$ cat config.mk
export PLATFORM = sky130hd
export DESIGN_NAME = ula_sequencer
export DESIGN_NICKNAME = d
export VERILOG_FILES = /design/src/rtl/ula_sequencer.sv
export SDC_FILE = /design/constraint.sdc
export NUM_CORES = 1
export LEC_CHECK = 0
export BUFFER_PORTS_ARGS = -buffer_cell sky130_fd_sc_hd__buf_4
export CORE_ASPECT_RATIO = 1.2
export CORE_MARGIN = 4
export CORE_UTILIZATION = 53
export DETAILED_ROUTE_END_ITERATION = 7
export PLACE_DENSITY = 0.77
export SLEW_MARGIN = 25
export SYNTH_ARGS = -nofsm -noshare
export SYNTH_HDL_FRONTEND = slang
export SYNTH_SLANG_ARGS = --single-unit
$ cat constraint.sdc
create_clock -name clk -period 1.8 [get_ports clk]
set_input_delay 0.09 -clock clk [delete_from_list [all_inputs] [get_ports clk]]
set_output_delay 0.09 -clock clk [all_outputs]
set_load 0.1 [all_outputs]
$ cat src/rtl/ula_sequencer.sv
// ula_sequencer: issue/writeback controller feeding the combinational ALU from an 8x16 register file.
module ula_sequencer #(
  parameter int NREGS = 8
) (
  input  logic        clk,
  input  logic        rst_n,
  input  logic        Inst_valid,
  output logic        Inst_ready,
  input  logic [15:0] Inst_word,
  output logic [15:0] Ula_Ra,
  output logic [15:0] Ula_Rb,
  output logic [15:0] Ula_Imm,
  output logic [3:0]  Ula_sel,
  input  logic [15:0] Ula_Rd,
  output logic        Res_valid,
  input  logic        Res_ready,
  output logic [15:0] Res_data,
  output logic        Res_err
);
  typedef enum logic [1:0] {IDLE, EXEC, RESP} state_t;
  state_t state, state_n;
  logic [15:0] inst_q, result_q, res_n;
  logic [15:0] regs [NREGS];
  logic err_q, exec, alu, li, rdop, wr;
  logic [3:0] op;
  logic [2:0] rd, ra, rb;
  assign op = inst_q[15:12];
  assign rd = inst_q[11:9];
  assign ra = inst_q[8:6];
  assign rb = inst_q[5:3];
  always_comb begin
    exec = state == EXEC;
    alu = op < 4'd5;
    li = op == 4'd5;
    rdop = op == 4'd6;
    Inst_ready = state == IDLE;
    Res_valid = state == RESP;
    Res_data = result_q;
    Res_err = err_q;
    Ula_Ra = exec && alu ? regs[ra] : '0;
    Ula_Rb = exec && alu ? regs[rb] : '0;
    Ula_Imm = !(exec && alu) ? '0 : op < 4'd2 ? {13'b0, inst_q[2:0]} : op == 4'd2 ? 16'hFFFF : '0;
    Ula_sel = !exec ? 4'h0 : alu ? op : 4'hF;
    res_n = alu ? Ula_Rd : li ? {7'b0, inst_q[8:0]} : rdop ? regs[ra] : '0;
    // r0 is never written, so it keeps its reset value of zero
    wr = exec && (alu || li) && rd != 3'd0;
    state_n = state == IDLE ? (Inst_valid ? EXEC : IDLE) : state == EXEC ? RESP : (Res_ready ? IDLE : RESP);
  end
  always_ff @(posedge clk or negedge rst_n) begin
    if (!rst_n) begin
      state <= IDLE;
      inst_q <= '0;
      result_q <= '0;
      err_q <= 1'b0;
      for (int i = 0; i < NREGS; i++) regs[i] <= '0;
    end else begin
      state <= state_n;
      if (state == IDLE && Inst_valid) inst_q <= Inst_word;
      if (exec) begin
        result_q <= res_n;
        err_q <= op > 4'd6;
      end
      if (wr) regs[rd] <= res_n;
    end
  end
endmodule

==> impl_results.md <==
- DRT antenna net count: 0
- Gr ovfl total: 0
- CTS tree: built
- CP Max Fanout: 7
- Cell Int Power: roughly 14 mW
- Gate power share: ~57%
- Library cells used by synthesis: 37
- Post-route setup TNS: -39170 ps
- Cells after Synth: roughly 640
- Die height: 150 microns
- Initial DRC count: 970
- Setup crit start kind: flop
- Fin cells: approximately 1100
- DRC errors left: 0
- Register Area: about 4100 sq um
- Later-pin clock latency in the skew report: approximately 450 ps
- P_leak: 6.02 nW
- # H-tree levels: 4
- Total Routing Usage GR: 33.6%
- FMAX: 0.418 GHz
- Clock-pin transition on the worst setup and hold timing paths: approximately 70 ps
- Post-Syn Area: ~8800 sq um
- Post-Syn Nets: approximately 680
- Failing checks: negative setup slack
- Initial Utilization: 54.1%
- Largest area contributor in the netlist: dfrtp_1
- Area contributors post-synth: dfrtp_1 46%, mux4_2 16%, mux2_2 14%
- YS warnings: 0
- Clock skew: approximately 19 ps
- IO Pins: between 100 and 150
- Layout cells sized above 1: between 60 and 70%
- Total CTS buffers: 17
- FFs w/ async S/R, synth: between 90% and 100%
- Final setup margin: -590 ps
- Hold WC Path Type: in -> async
- CORE AREA: around 16000 sq um
- CP cell instances: buf_6 > buf_12 > mux4_2 > mux2i_1 > buf_4 > nor2_4 > buf_12
- Endpoints failing hold: 0
- Slew Limit Fails: 0
- # diodes: 0
- Most used cell, CP: buf_12
- Seq cells post-synth: approximately 160
- Avg Vias per Cell: 6.84
- List of most frequent post-synthesis cells: 163 x dfrtp_1, 108 x mux2_2, 64 x mux4_2
- Initial antenna violation count: 0
- Post-Route WL: between 30000 and 40000 microns
- Final Power: ~24 mW
- Count leader, synth: dfrtp_1
- Endpoints failing setup: between 150 and 200
- Via count: between 7000 and 8000
- Period utilization: 133%
- Avg Cell Area, Syn: about 14 sq um
- Largest net degree at the start of global routing: 62
- PortBufs: roughly 110
- Die Area: 18800 sq um
- Crit path arrival time: between 2000 and 2500 ps
- RSZ-0062 raised after global routing: yes
- # rows: about 50
- Post-layout min period: roughly 2400 ps
- Area growth, synth to finish: 56.0%
- Final Wtd Congestion: between 0.8 and 0.9
- Part of the power in registers: about a quarter
- Drt first pass iters: 5
- Main synth FF type: dfrtp_1
- Die width: 126 microns
- Dpl cells: 940
- Net Switching: a little over 10 mW
- CTS Buffer Depth: 2
- WS Path Type: reg -> out
- Slowest CP cell: mux4_2
- Worst-margin pin slew: ~520 ps
- Final net count: approximately 880
- Rel. slew slack: between 60% and 70%
- IR drop worst, VDD: about 1.5 mV
- Clock Sinks: ~160
- Clk pwr share: between 10% and 20%
- Sequential cell area fraction in the yosys report: ~46%
- Net switching fraction of the power: between 40 and 50%
- Outcome: finished with violations
- Crit. End Element: primary output
- Crit-path max cell delay: 540 ps
- Number of synthesized flops with an enable pin: 0
- Worst EP required: around 1700 ps
- Pwr Density: 1760 nW/um^2
- Drt wl/cell: 32.7 microns
- Max_cap viols: 0
- Filler cells: approximately 680
- Vias in the first global route: roughly 7700
- Area of the multi-input gates: ~5200 sq um
- Global-route wire length before repair: around 47000 microns
- Post-synth top area share: 46.1%
- Root buffer cell: clkbuf_16
- DPL Wire Length: between 15000 and 20000 microns
-- cell families after synthesis --
logic type	Yosys count	share of synthesized area, %
buffers and inverters	90	5.32
muxes	224	37.1
DFF	163	46.1
AOI/OAI and AO/OA	43	3.59
and+or+nand+nor	122	7.89
-- metal layers --
layer,up-vias,GRT usage (%),share of wire (%)
met5,-,0,0
met4,0,14.9,6.5
met3,160,7.25,8.6
met2,584,57.3,51
met1,3763,41.4,34
li1,2803,-,-
-- stage by stage --
| step | hold WS, ps | instance area [sq um] | utilization, % | setup slack, ps |
|---|---|---|---|---|
| 3_3_place_gp | -80.9 | 10500 | 64.5 | -121 |
| 2_1_floorplan | -206 | 9300 | - | -416 |
| 4_1_cts | 10.1 | 13300 | 81.2 | -540 |
| 6_report | 52.0 | 13800 | 84.4 | -590 |
| 5_1_grt | 74.2 | 13800 | 84.4 | -654 |
| 3_5_place_dp | -80.5 | 10500 | 64.5 | -192 |
-- final timing paths --
check / start / endpoint / slack (ps) / cells after the start
max: inst_q[6]$_DFFE_PN0P_ / Ula_Ra[0] / -590 / 7
max reg2reg: inst_q[14]$_DFFE_PN0P_ / regs[111]$_DFFE_PN0P_ / -220 / 7
max in group asynchronous: rst_n / Res_data[13]$_DFFE_PN0P_ / 1010 / 3
min in group clk: Ula_Rd[11] / Res_data[11]$_DFFE_PN0P_ / 70 / 3
min reg2reg: regs[126]$_DFFE_PN0P_ / regs[126]$_DFFE_PN0P_ / 400 / 0
min: rst_n / regs[115]$_DFFE_PN0P_ / 50 / 2
-- registers in the layout (all words and copies together) (netlist names) --
name / flops
Res_data: 16
state: 2
regs: 128
inst_q: 16
Res_err: 1
-- critical path: cells and delay by family (launching register included) --
family / cells / cell delay (ps)
buffers and inverters: 4 / 640
flip-flops: 1 / 400
multiplexers: 2 / 780
AND/OR/NAND/NOR: 1 / 40
-- power by group through the flow --
stage	clock, mW	sequential, mW	combinational [mW]
CTS	4.20	5.86	12.3
global placement	0	5.74	9.79
floorplan	0	6.64	6.33
global route	4.38	6.17	14.3
finish	4.24	6.13	13.9
detailed placement	0	5.89	10.0
-- cell type report --
class / instances / area share (%)
multi-input combinational: 389 / 37.4
sequential: 163 / 29.6
timing repair buffer: 270 / 26.1
clock buffer: 19 / 3.21
tap: 212 / 1.92
clock inverter: 13 / 1.68
inverter: 2 / 0.0544
-- layout by cell type (no fill, tap or decap), types with 9 or more instances in the layout --
cell,Yosys,final
and4b_1,9,9
buf_12,2,87
buf_16,0,9
buf_4,12,108
buf_6,4,29
buf_8,0,9
clkbuf_16,0,21
dfrtp_1,163,159
dlygate4sd3_1,0,24
mux2_2,108,58
mux2_4,20,70
mux2i_1,32,15
mux2i_4,0,10
mux4_2,64,64
nand2_1,11,10
nor2_1,47,9
nor2_4,0,38
nor2b_1,11,9
o31a_1,10,9
-- what timing repair did --
action | 4_1_cts | 5_1_grt
cloned | 10 | 4
endpoints found under the hold margin | 186 | 0
gates resized for setup | 262 | 102
hold buffers | 24 | 0
pin swaps | 30 | 23
buffers inserted | 43 | 37
endpoints found under the setup margin | 116 | 179
(Power assumes the default switching activity.)
